**src/rtl/spi_dma_prefetch.sv**
```systemverilog
`default_nettype none
// spi_dma_prefetch: sequential-DWORD read prefetch FIFO between SPI DMA reads and the HyperRAM arbiter.
// Rev 1.0
module spi_dma_prefetch #(
  parameter int DEPTH = 16,
  parameter int BURST = 8
) (
  input  logic        clk,
  input  logic        resetn,
  input  logic        dma_en_i,
  input  logic [31:0] dma_addr_i,
  input  logic        dma_rd_i,
  output logic [31:0] dma_rdata_o,
  output logic        dma_rdata_rdy_o,
  output logic        dma_busy_o,
  output logic        mem_req_o,
  output logic [31:0] mem_addr_o,
  output logic [7:0]  mem_len_o,
  input  logic        mem_ack_i,
  input  logic        mem_rvalid_i,
  input  logic [31:0] mem_rdata_i
);

  localparam int AW = $clog2(DEPTH);
  localparam int CW = $clog2(BURST) + 1;
  localparam logic [AW:0]   ISSUE_MAX = (AW+1)'(DEPTH - BURST);
  localparam logic [AW:0]   FULL      = (AW+1)'(DEPTH);
  localparam logic [CW-1:0] BURST_C   = CW'(BURST);

  typedef enum logic [1:0] {M_IDLE, M_REQ, M_DATA} mstate_t;
  mstate_t state, state_nxt;

  logic [31:0]   fifo [DEPTH];
  logic [AW:0]   wptr, rptr, occ;
  logic [31:0]   fetch_addr, head_addr, pend_addr;
  logic          pending, addr_valid;
  logic [CW-1:0] beat_cnt, discard_cnt, due;
  logic          empty, hit, miss, flush, issue, beat, drop, push, pop;

  // addr_valid is cleared by reset/disable so nothing is prefetched until a
  // request has pinned the stream address; head_addr is then always the
  // address of the next word to be pushed when the FIFO is empty.
  always_comb begin
    occ   = wptr - rptr;
    empty = (occ == '0);
    hit   = pending && dma_en_i && addr_valid && !empty && (head_addr == pend_addr);
    miss  = pending && dma_en_i && (!addr_valid || (head_addr != pend_addr));
    flush = miss || !dma_en_i;
    issue = (state == M_IDLE) && dma_en_i && addr_valid && !miss && (occ <= ISSUE_MAX);
    beat  = (state == M_DATA) && mem_rvalid_i;
    drop  = beat && (flush || (discard_cnt != '0));
    push  = beat && !drop;
    pop   = hit;
    due   = '0;
    case (state)
      M_REQ:   due = BURST_C;
      M_DATA:  due = beat_cnt - CW'(beat);
      default: due = '0;
    endcase
  end

  always_comb begin
    state_nxt = state;
    case (state)
      M_IDLE:  if (issue) state_nxt = M_REQ;
      M_REQ:   if (mem_ack_i) state_nxt = M_DATA;
      M_DATA:  if (beat && (beat_cnt == CW'(1))) state_nxt = M_IDLE;
      default: state_nxt = M_IDLE;
    endcase
  end

  always_ff @(posedge clk) begin
    if (!resetn) state <= M_IDLE;
    else         state <= state_nxt;
  end

  always_ff @(posedge clk) begin
    if (push) fifo[wptr[AW-1:0]] <= mem_rdata_i;
  end

  always_ff @(posedge clk) begin
    if (!resetn) begin
      wptr            <= '0;
      rptr            <= '0;
      fetch_addr      <= '0;
      head_addr       <= '0;
      pend_addr       <= '0;
      pending         <= 1'b0;
      addr_valid      <= 1'b0;
      beat_cnt        <= '0;
      discard_cnt     <= '0;
      dma_rdata_o     <= '0;
      dma_rdata_rdy_o <= 1'b0;
      mem_req_o       <= 1'b0;
      mem_addr_o      <= '0;
      mem_len_o       <= '0;
    end else begin
      mem_len_o       <= 8'(BURST);
      dma_rdata_rdy_o <= pop;
      if (pop) dma_rdata_o <= fifo[rptr[AW-1:0]];

      if (push) wptr <= wptr + 1'b1;
      if (flush)    rptr <= wptr;
      else if (pop) rptr <= rptr + 1'b1;

      if (!dma_en_i || hit) pending <= 1'b0;
      else if (dma_rd_i && !dma_busy_o) begin
        pending   <= 1'b1;
        pend_addr <= dma_addr_i;
      end

      if (!dma_en_i) addr_valid <= 1'b0;
      else if (miss) addr_valid <= 1'b1;

      if (miss)     head_addr <= pend_addr;
      else if (pop) head_addr <= head_addr + 32'd1;

      if (miss)       fetch_addr <= pend_addr;
      else if (issue) fetch_addr <= fetch_addr + 32'(BURST);

      if (issue) begin
        mem_req_o  <= 1'b1;
        mem_addr_o <= fetch_addr;
      end else if ((state == M_REQ) && mem_ack_i) begin
        mem_req_o  <= 1'b0;
      end

      if ((state == M_REQ) && mem_ack_i) beat_cnt <= BURST_C;
      else if (beat)                     beat_cnt <= beat_cnt - CW'(1);

      if (flush)     discard_cnt <= due;
      else if (drop) discard_cnt <= discard_cnt - CW'(1);
    end
  end

  assign dma_busy_o = pending || dma_rdata_rdy_o;

  always_ff @(posedge clk) begin
    if (resetn && push) assert (occ != FULL);
  end

endmodule
`default_nettype wire

```
**config.mk**
```make
export PLATFORM = sky130hd
export DESIGN_NAME = spi_dma_prefetch
export DESIGN_NICKNAME = d
export VERILOG_FILES = /design/src/rtl/spi_dma_prefetch.sv
export SDC_FILE = /design/constraint.sdc
export NUM_CORES = 1
export LEC_CHECK = 0
export CAP_MARGIN = 0
export CORE_MARGIN = 2
export CORE_UTILIZATION = 60
export DETAILED_ROUTE_END_ITERATION = 6
export PLACE_DENSITY_LB_ADDON = 0.1
export REMOVE_ABC_BUFFERS = 1
export SYNTH_ARGS = -nofsm -noshare
export SYNTH_HDL_FRONTEND = slang
export SYNTH_SLANG_ARGS = --single-unit
```
**constraint.sdc**
```tcl
create_clock -name clk -period 5.35 [get_ports clk]
set_input_delay 0.535 -clock clk [delete_from_list [all_inputs] [get_ports clk]]
set_output_delay 0.535 -clock clk [all_outputs]
set_load 0.01 [all_outputs]
```
Word-level counts from Yosys, hierarchy flattened

Memory sizes are Yosys's and may differ from the RTL's. A register that Yosys moved wholly into a read port is not among the register bits.
Index checks and enable logic that the tools add are counted.

Word-level logic and storage cells: 96
Memory bits (writable): 512
Output and inout port bits: 75
Bits of input ports: 70
Memories kept: 1
Bits in registers: 160

Equality and inequality tests: 8
Add/subtract/negate cells: 8
Mux-type cells: 20
Reduce and logical (&&, ||, !) cells: 41
Bitwise logic cells: 2
Magnitude comparators: 1

Memory list:

| memory | words | bits a word | rd ports | clocked after Yosys merged registers in | wr ports | RTL line | RTL |
|---|---|---|---|---|---|---|---|
| fifo   | 16    | 32          | 1        | 1                                       | 1        | 33       | `logic [31:0] fifo [DEPTH];` |

Operator list:

| kind                                                 | count |
|---|---|
| two-way mux 32 bit                                   | 4 |
| adder 32 x 1 -> 32 bit (second input constant)       | 1 |
| adder 32 x 4 -> 32 bit (second input constant)       | 1 |
| equality test 32 bit                                 | 1 |
| inequality test 32 bit                               | 1 |
| two-way mux 4 bit                                    | 5 |
| logical AND 1 bit                                    | 15 |
| nonzero test 2 bit                                   | 6 |
| adder 5 x 1 -> 5 bit (second input constant)         | 2 |
| two-way mux 5 bit                                    | 2 |
| case mux 4 bit (2 select lines)                      | 1 |
| subtractor 4 x 1 -> 4 bit (second input constant)    | 2 |
| zero test 1 bit                                      | 7 |
| two-way mux 2 bit                                    | 3 |
| case mux 2 bit (3 select lines)                      | 1 |
| <= comparator 5 x 4 -> 1 bit (second input constant) | 1 |
| zero test 5 bit                                      | 1 |
| logical OR 1 bit                                     | 5 |
| subtractor 5 bit                                     | 1 |
| equality test 4 x 1 -> 1 bit (second input constant) | 1 |
| two-way mux 1 bit                                    | 4 |
| inequality test 2 bit (second input constant)        | 2 |
| AND reduction 2 bit                                  | 2 |
| nonzero test 4 bit                                   | 1 |
| other kinds (8)                                      | 10 |

Depth between registers and ports, before layout

Gate-level depths: netlist of run 1.

Word-level depth: 10
Depth in mapped cells: 13
Mapped depth without buffers: 8

Least setup slack after synthesis of run 1

No wires, ideal clock.

Path type: reg-to-reg
From: register head_addr[14]
To: memory fifo[3][0] (enable)
Setup slack: 623 ps
Cell stages (with the launch flop): 9
Required time: 4889 ps
Library setup time: 461 ps
Clock period less this slack: 4727 ps
Data arrival time: 4266 ps
Buffers on the path: 2
Path through: dfxtp_1 -> clkbuf_1 -> xnor2_1 -> nand4_1 -> or4_1 -> clkbuf_1 -> o31ai_2 -> nand4_1 -> nor3_1

Word-level cells in the longest chain between the ends: 10

RTL lines:

| element                                 | RTL line | RTL |
|---|---|---|
| start, declared                         | 35       | `logic [31:0] fetch_addr, head_addr, pend_addr;` |
| start signal, assigned                  | 115      | `if (miss) head_addr <= pend_addr;` |
| start signal, assigned                  | 116      | `else if (pop) head_addr <= head_addr + 32'd1;` |
| inequality test 32 bit                  | 47       | `miss = pending && dma_en_i && (!addr_valid \|\| (head_addr != pend_addr));` |
| logical OR 1 bit                        | 47       |  |
| logical AND 1 bit                       | 47       |  |
| logical OR 1 bit                        | 48       | `flush = miss \|\| !dma_en_i;` |
| logical OR 1 bit                        | 51       | `drop = beat && (flush \|\| (discard_cnt != '0));` |
| logical AND 1 bit                       | 51       |  |
| zero test 1 bit                         | 52       | `push = beat && !drop;` |
| logical AND 1 bit                       | 52       |  |
| two-way mux 1 bit                       | 78       | `if (push) fifo[wptr[AW-1:0]] <= mem_rdata_i;` |
| two-way mux 1 bit (not written as such) | 78       |  |
| end, declared                           | 33       |  |

Every way passes these cells.

Final worst setup path of run 1

From: register pend_addr[1]
To: memory fifo[12][20] (enable)

Word-level cells in the longest chain between the ends: 10

RTL lines:

| element                                 | RTL line | RTL |
|---|---|---|
| start, declared                         | 35       |  |
| start signal, assigned                  | 109      | `pend_addr <= dma_addr_i;` |
| inequality test 32 bit                  | 47       |  |
| logical OR 1 bit                        | 47       |  |
| logical AND 1 bit                       | 47       |  |
| logical OR 1 bit                        | 48       |  |
| logical OR 1 bit                        | 51       |  |
| logical AND 1 bit                       | 51       |  |
| zero test 1 bit                         | 52       |  |
| logical AND 1 bit                       | 52       |  |
| two-way mux 1 bit                       | 78       |  |
| two-way mux 1 bit (not written as such) | 78       |  |

Every way passes these cells.

==> run summary, run 1 <==
Die
- 49530 um^2 — die area
- 222.6 um — floorplan die height
- 0.6040 — initial cell density of the core
- 145 — num ports
- 80 — num rows
- 222.6 um — Horiz. Die Dim
- 47450 um^2 — area of the core

Clock tree
- 71 — total CTS buffers
- 0.61 ns — Clk Latency, worst-skew pair
- 0.06 ns — clock slew at reported path FFs
- 3 — count of H-tree levels built during CTS
- built — CTS tree
- 0 — post-CTS setup repair buffer count
- 0 — post-CTS resize count
- sky130_fd_sc_hd__clkbuf_16 — cell at the root of the clock tree
- 0 — Post-CTS Hold Buffers
- 3 — number of buffers on the longest clock path
- 697 — CTS sink count

Layout
- 0.6967 — post-layout util
- 2130 — Post-layout nets
- 0.1671 — fraction of final layout cells with drive strength greater than 1
- 33060 um^2 — summed area of non-filler cells in the final layout
- 2709 — post-route non-filler standard cell count
- 0 — Antenna Diode Count
- 15.35% — layout overhead on the synthesized area

Critical path
- 4.44 ns — arrival time of data at the critical path endpoint
- flip-flop — element type at the critical path end
- reg2reg — class of the most critical setup path
- 5.67 ns — WP data required
- 21 — Max Fanout on Critical Path
- flip-flop — Critical Path Start Type

Timing
- 0.3865 ns — worst hold slack
- 0.01845 ns — Final Skew
- 0 — Final setup viols
- 1.251 ns — Tightest Pin Transition
- 0 — count of final max-slew check failures
- 4.122 ns — Final Critical Period
- 0.1584 — max-slew headroom at the worst pin
- 0 — Final Hold Violating Endpoints
- 0.2426 GHz — max frequency
- false — RSZ-0062 raised after global routing
- 0.7705 — post-route clock period utilization
- 1.228 ns — smallest setup slack after layout

GRT
- 17590 — number of global-route vias before repair
- 0 — GRT overflow
- 121 — maximum number of pins on one net before global-route repair
- 1 — antenna violations before repair
- 109.1 mm — first-pass GRT wire length
- 0.2967 — overall global routing resource usage

Synthesis
- 0.009168 — share of synthesized cell area in full adder, half adder and majority cells
- multiplexers — dominant combinational cell family by area after synthesis
- 28660 um^2 — Post-Syn Area
- 512 — count of flip-flops with a built-in enable after synthesis
- 14.91 um^2 — Post-Synthesis Mean Instance Area
- sky130_fd_sc_hd__edfxtp_1 — Post-synth top flop
- 0.6657 — sequential element share of the synthesized area
- 0 — fraction of registers with async set or reset after synthesis
- 0.1348 — post-synthesis mux area share
- 63 — number of distinct standard cells referenced by the synthesized netlist
- 697 — synthesis-stage register bit count
- 0.05916 — compound-cell area share of the yosys netlist
- 0.08365 — simple-gate share of the synthesized area
- 0 — Yosys warning total
- 0.02218 — XOR/XNOR share of the synthesized area
- 1922 — cells after synthesis

Pwr
- 10.25 nW — cell leakage power
- 347.9 nW/um^2 — ratio of total power to cell area
- 0.510 — share of power burned in registers
- 2.492 mW — net switching power figure
- 0.052 — logic gate share of total power
- 0.437 — Clock power frac
- 0.2167 — Switching Fraction
- 9.009 mW — design internal power
- 0.2923 mV — VDD IR-drop max

Routing
- 72.57 mm — Final Routed Wirelength
- 26.79 um — detailed-route wire length per cell
- 6 — first-pass iteration count of the detailed router
- 17850 — overall via count from detail_route
- 6.590 — via count normalized by instance count
- 0 — DRC errors left
- 1857 — initial drt markers
- 0 — Routed Antenna Nets

Placement
- 2581 — Post-Place Cells
- 0.9519 — final weighted congestion in routability-driven placement
- 41.03 mm — HPWL after DPL
- 30670 um^2 — placed cell area
- 1.308 ns — pre-CTS WS
- 137 — PortBufs

Min path
- in2reg — Min-Delay Path Class

Run
- 0 — max_cap viols

Status
- finished clean — status

==> synthesized netlist by cell type (4+ instances only) <==
cell type                    n  area [um^2]
sky130_fd_sc_hd__nand2_1   151        566.8
sky130_fd_sc_hd__clkbuf_1  109        409.1
sky130_fd_sc_hd__or3_1      10        62.56
sky130_fd_sc_hd__and4_1      5        43.79
sky130_fd_sc_hd__and3_1     33        206.5
sky130_fd_sc_hd__o22ai_1     4        25.02
sky130_fd_sc_hd__a221oi_1    6        52.55
sky130_fd_sc_hd__o31ai_1     9        67.56
sky130_fd_sc_hd__nand3_1    66        330.3
sky130_fd_sc_hd__nor4_1     27        168.9
sky130_fd_sc_hd__buf_4       7        52.55
sky130_fd_sc_hd__nor3_1     34        170.2
sky130_fd_sc_hd__a21oi_1   110        550.5
sky130_fd_sc_hd__xnor2_1    67        586.8
sky130_fd_sc_hd__mux4_2    160         3603
sky130_fd_sc_hd__o21ai_0   111        555.5
sky130_fd_sc_hd__buf_1      19        71.32
sky130_fd_sc_hd__or4_1      10        75.07
sky130_fd_sc_hd__a31oi_1    15        93.84
sky130_fd_sc_hd__inv_1      36        135.1
sky130_fd_sc_hd__edfxtp_1  512        15370
sky130_fd_sc_hd__nand2b_1    5        31.28
sky130_fd_sc_hd__mux2i_1    26        260.3
sky130_fd_sc_hd__o211ai_1    8        60.06
sky130_fd_sc_hd__nor2_1     33        123.9
sky130_fd_sc_hd__buf_2       7        35.03
sky130_fd_sc_hd__dfxtp_1   185         3704
sky130_fd_sc_hd__and2_1      5        31.28
sky130_fd_sc_hd__a211oi_1    4        30.03
sky130_fd_sc_hd__ha_1       21        262.8
sky130_fd_sc_hd__nand4_1    80        500.5
sky130_fd_sc_hd__nor2b_1     4        25.02
==> path summary, 6_finish.rpt <==
check	startpoint	to	slack, ns	depth (start not counted)
worst max register to register	pend_addr[1]	fifo[12][20]	1.23	7
worst min register to register	mem_addr_o[21]	mem_addr_o[21]	0.46	2
worst min-delay path	resetn	mem_len_o[3]	0.39	1
worst max-delay path	pend_addr[1]	fifo[12][20]	1.23	7
==> critical path, stage by stage, from the launching register on <==
cell and delay, ns:
sky130_fd_sc_hd__dfxtp_1 0.35, sky130_fd_sc_hd__xnor2_1 0.30, sky130_fd_sc_hd__nand3_1 0.12, sky130_fd_sc_hd__nor3_1 0.59, sky130_fd_sc_hd__a31oi_1 0.35, sky130_fd_sc_hd__nor3_1 0.92
sky130_fd_sc_hd__and3_2 0.89, sky130_fd_sc_hd__buf_4 0.29
==> power by group through the flow <==
stage                     Clock (mW)  Sequential, mW  Combinational, mW
final                           5.03            5.87              0.602
after global routing            5.29            5.87              0.643
after CTS                       5.08            5.87              0.600
after detailed placement           0            5.99              0.597
after global placement             0            5.98              0.587
after floorplan                    0            6.01              0.345
==> routing by layer <==
metal | wire, um | global-route usage | up-vias | part of all wire
li1 | - | - | 7757 | -
met1 | 28260 | 0.3970 | 9072 | 0.39
met2 | 35930 | 0.4867 | 860 | 0.50
met3 | 5623 | 0.05607 | 161 | 0.077
met4 | 2738 | 0.1176 | 2 | 0.038
met5 | 13 | 0 | - | 0.00018
==> metrics by stage <==
step | power, mW | setup TNS [ns]
after detailed placement | 6.582 | 0
after global placement | 6.570 | 0
final | 11.50 | 0
after CTS | 11.55 | 0
after global routing | 11.81 | 0
after floorplan | 6.350 | -421.14
==> flip-flops by register name, summed over array words and instances, names as in the netlist <==
register and flops:
discard_cnt 4, pending 1, addr_valid 1, mem_req_o 1
beat_cnt 4, head_addr 32, fifo 512, pend_addr 32
rptr 5, dma_rdata_o 32, wptr 5, mem_len_o 1
dma_rdata_rdy_o 1, fetch_addr 32, state 2, mem_addr_o 32
==> cell type report <==
class	instances	area, um^2
Inverter	38	143.9
Fill cell	3167	14390
Multi-Input combinational cell	1050	8957
Tap cell	615	769.5
Timing Repair Buffer	181	1712
Sequential cell	697	19090
Clock inverter	35	396.6
Clock buffer	93	1991
==> kinds of logic after synthesis <==
| kind of cell | Yosys count |
|---|---|
| flops | 697 |
| xor+xnor | 71 |
| fa+ha+maj | 21 |
| compound gates | 295 |
| buf+inv | 181 |
| mux | 186 |
| simple gates | 470 |
| other cells | 1 |
==> placed cells by master (no fill, tap or decap), types with 13 or more instances in the layout <==
cell / instances
sky130_fd_sc_hd__ha_1: 21
sky130_fd_sc_hd__clkdlybuf4s50_1: 136
sky130_fd_sc_hd__dfxtp_1: 182
sky130_fd_sc_hd__xnor2_1: 67
sky130_fd_sc_hd__and3_2: 13
sky130_fd_sc_hd__edfxtp_1: 512
sky130_fd_sc_hd__and3_1: 19
sky130_fd_sc_hd__nor2_1: 30
sky130_fd_sc_hd__mux4_2: 160
sky130_fd_sc_hd__nand4_1: 80
sky130_fd_sc_hd__nand2_1: 151
sky130_fd_sc_hd__nand3_1: 64
sky130_fd_sc_hd__clkbuf_16: 72
sky130_fd_sc_hd__mux2i_1: 26
sky130_fd_sc_hd__a31oi_1: 15
sky130_fd_sc_hd__nor4_1: 27
sky130_fd_sc_hd__o21ai_0: 111
sky130_fd_sc_hd__inv_1: 34
sky130_fd_sc_hd__nor3_1: 33
sky130_fd_sc_hd__buf_4: 44
sky130_fd_sc_hd__a21oi_1: 110
(Power assumes the default switching activity.)
==> inputs of run 2 (changes only) <==
CORE_UTILIZATION = 54   (was 60)
clock period = 3.6 ns   (was 5.35 ns; I/O delays follow)
==> run summary, run 2 (synthesized netlist as in run 1, its figures left out) <==
Die
- 0.5454 — initial cell density of the core, -0.05868
- 145 — num ports, unchanged
- 54930 um^2 — die area, +11%
- 234.4 um — Horiz. Die Dim, +5.3%
- 84 — num rows, +5.0%
- 52550 um^2 — area of the core, +11%
- 234.4 um — floorplan die height, +5.3%

Critical path
- reg2reg — class of the most critical setup path
- 3.88 ns — WP data required, -1.79 ns
- 7 — worst reg-to-reg path cell count, unchanged
- fifo[3][23] — worst flop-to-flop path endpoint
- 3.65 ns — arrival time of data at the critical path endpoint, -0.79 ns
- 32 — Max Fanout on Critical Path, +52%
- head_addr[9] — launch point of the worst reg-to-reg path
- flip-flop — element type at the critical path end
- 0.23 ns — FF-to-FF setup slack, -1.00 ns
- flip-flop — Critical Path Start Type
- head_addr[9] — start point of the critical path

Layout
- 0 — Antenna Diode Count, unchanged
- 2822 — post-route non-filler standard cell count, +4.2%
- 19090 um^2 — area occupied by registers, unchanged
- sky130_fd_sc_hd__edfxtp_1 — most common cell after layout, fill and taps aside
- 512 — max FFs per register, unchanged
- 8949 um^2 — combined area of the multi-input logic cells, about the same
- 3830 — count of fill cells added during filler insertion, +21%
- sky130_fd_sc_hd__edfxtp_1 (512), sky130_fd_sc_hd__dfxtp_1 (182), sky130_fd_sc_hd__mux4_2 (160) — commonest non-fill, non-tap cells in the layout
- 0.1799 — fraction of final layout cells with drive strength greater than 1, +0.01280
- 2166 — Post-layout nets, +1.7%
- 17.65% — layout overhead on the synthesized area

Pwr
- 17.29 mW — Pwr Total, +50%
- 512.7 nW/um^2 — ratio of total power to cell area, +47%
- 0.054 — logic gate share of total power, +0.002
- 0.4215 mV — VDD IR-drop max, +44%
- 0.504 — share of power burned in registers, -0.006
- 13.51 mW — design internal power, +50%
- 3.775 mW — net switching power figure, +51%
- 10.55 nW — cell leakage power, +2.9%
- 0.2184 — Switching Fraction, +0.001729
- 0.442 — Clock power frac, +0.005

Routing
- 0 — DRC errors left, unchanged
- 17630 — overall via count from detail_route, -1.2%
- 1610 — initial drt markers, -13%
- 5 — first-pass iteration count of the detailed router, -1
- 72.68 mm — Final Routed Wirelength, +0.16%
- 6.247 — via count normalized by instance count, -5.2%
- 25.76 um — detailed-route wire length per cell, -3.8%
- 0 — Routed Antenna Nets, unchanged

Timing
- 0.2290 — max-slew headroom at the worst pin, +0.07060
- 0.2316 ns — smallest setup slack after layout, -0.9961 ns
- false — RSZ-0062 raised after global routing
- 3.368 ns — Final Critical Period, -0.7539 ns
- 0 — Final Hold Violating Endpoints, unchanged
- 0.2969 GHz — max frequency, +22%
- 0 — Final setup viols, unchanged
- 1.154 ns — Tightest Pin Transition, -0.09710 ns
- 0.9357 — post-route clock period utilization, +0.1652
- 0 — count of final max-slew check failures, unchanged
- 0.03230 ns — Final Skew, +0.01385 ns

Clock tree
- built — CTS tree
- 0 — Post-CTS Hold Buffers, unchanged
- 3 — number of buffers on the longest clock path, unchanged
- 0.06 ns — clock slew at reported path FFs, about the same
- 0 — post-CTS setup repair buffer count, unchanged
- 3 — count of H-tree levels built during CTS, unchanged
- sky130_fd_sc_hd__clkbuf_16 — cell at the root of the clock tree
- 697 — CTS sink count, unchanged
- 0.63 ns — Clk Latency, worst-skew pair, +0.02 ns
- 0 — post-CTS resize count, unchanged
- 74 — total CTS buffers, +4.2%

Min path
- 3 — Hold Path Depth, +2
- resetn — start point of the worst hold path
- pend_addr[7] — endpoint with the worst hold slack
- in2reg — Min-Delay Path Class

Placement
- 137 — PortBufs, unchanged
- 2687 — Post-Place Cells, +4.1%
- 0.8775 — final weighted congestion in routability-driven placement, -7.8%
- 42.85 mm — HPWL after DPL, +4.4%
- 0.3039 ns — pre-CTS WS, -1.004 ns

GRT
- 0.2686 — overall global routing resource usage, -0.02805
- 2 — antenna violations before repair, +1
- 0 — GRT overflow, unchanged
- 132 — maximum number of pins on one net before global-route repair, +9.1%
- 108.2 mm — first-pass GRT wire length, -0.89%
- 17180 — number of global-route vias before repair, -2.3%

Status
- finished clean — status

Run
- 0 — max_cap viols, unchanged

## run 2: cell types whose count changed in the layout (fill, tap and decap cells not counted), moves of 3 or more
cell / change
sky130_fd_sc_hd__buf_12: +20
sky130_fd_sc_hd__buf_4: +13
sky130_fd_sc_hd__clkbuf_1: +7
sky130_fd_sc_hd__clkbuf_16: +4
sky130_fd_sc_hd__clkbuf_8: -3
sky130_fd_sc_hd__clkinv_2: +3
sky130_fd_sc_hd__clkinvlp_4: -5
## run 2: worst max path at each step
stage                          endpoint  slack, ns  cells after the start
final                       fifo[3][23]       0.23                      7
after global placement      fifo[3][31]       0.37                      7
after global routing        fifo[3][23]       0.13                      7
after floorplan           mem_addr_o[0]      -5.68                      7
after CTS                   fifo[3][23]       0.27                      7
after detailed placement    fifo[3][11]       0.30                      7
## run 2: through the flow
| stage | util | TNS, ns | hold WS, ns | instance area, um^2 |
|---|---|---|---|---|
| after CTS | 0.6416 | 0 | 0.2366 | 33720 |
| after detailed placement | 0.5947 | 0 | 0.4490 | 31250 |
| after floorplan | - | -705.80 | 0.3877 | 28100 |
| after global placement | 0.5947 | 0 | 0.4434 | 31250 |
| after global routing | 0.6416 | 0 | 0.2666 | 33720 |
| final | 0.6416 | 0 | 0.2696 | 33720 |
## run 2: critical path, stage by stage, from the launching register on
cell and delay (ns):
sky130_fd_sc_hd__dfxtp_1 0.36, sky130_fd_sc_hd__xnor2_1 0.37, sky130_fd_sc_hd__nand4_1 0.21, sky130_fd_sc_hd__or4_1 0.68
sky130_fd_sc_hd__o31ai_2 0.43, sky130_fd_sc_hd__nand4_1 0.36, sky130_fd_sc_hd__nor3_2 0.29, sky130_fd_sc_hd__buf_12 0.30
## run 2: power by group through the flow
stage                     sequential [mW]  combinational, mW  clock, mW
after global placement               8.87              0.933          0
final                                8.71              0.942       7.64
after CTS                            8.70              0.945       7.76
after floorplan                      8.92              0.512          0
after global routing                 8.71               1.01       8.07
after detailed placement             8.88              0.940          0
## run 2: area by class of cell
class,count,area share
Clock inverter,34,0.01161
Tap cell,688,0.02553
Inverter,38,0.004267
Sequential cell,697,0.5661
Multi-Input combinational cell,1050,0.2654
Timing Repair Buffer,214,0.06553
Clock buffer,101,0.06156
## run 2: metal layers
metal,vias up,track usage,share of wire
met5,-,0,0.00037
met4,4,0.07586,0.023
met3,120,0.04049,0.060
met2,644,0.4422,0.50
met1,9020,0.3764,0.42
li1,7842,-,-
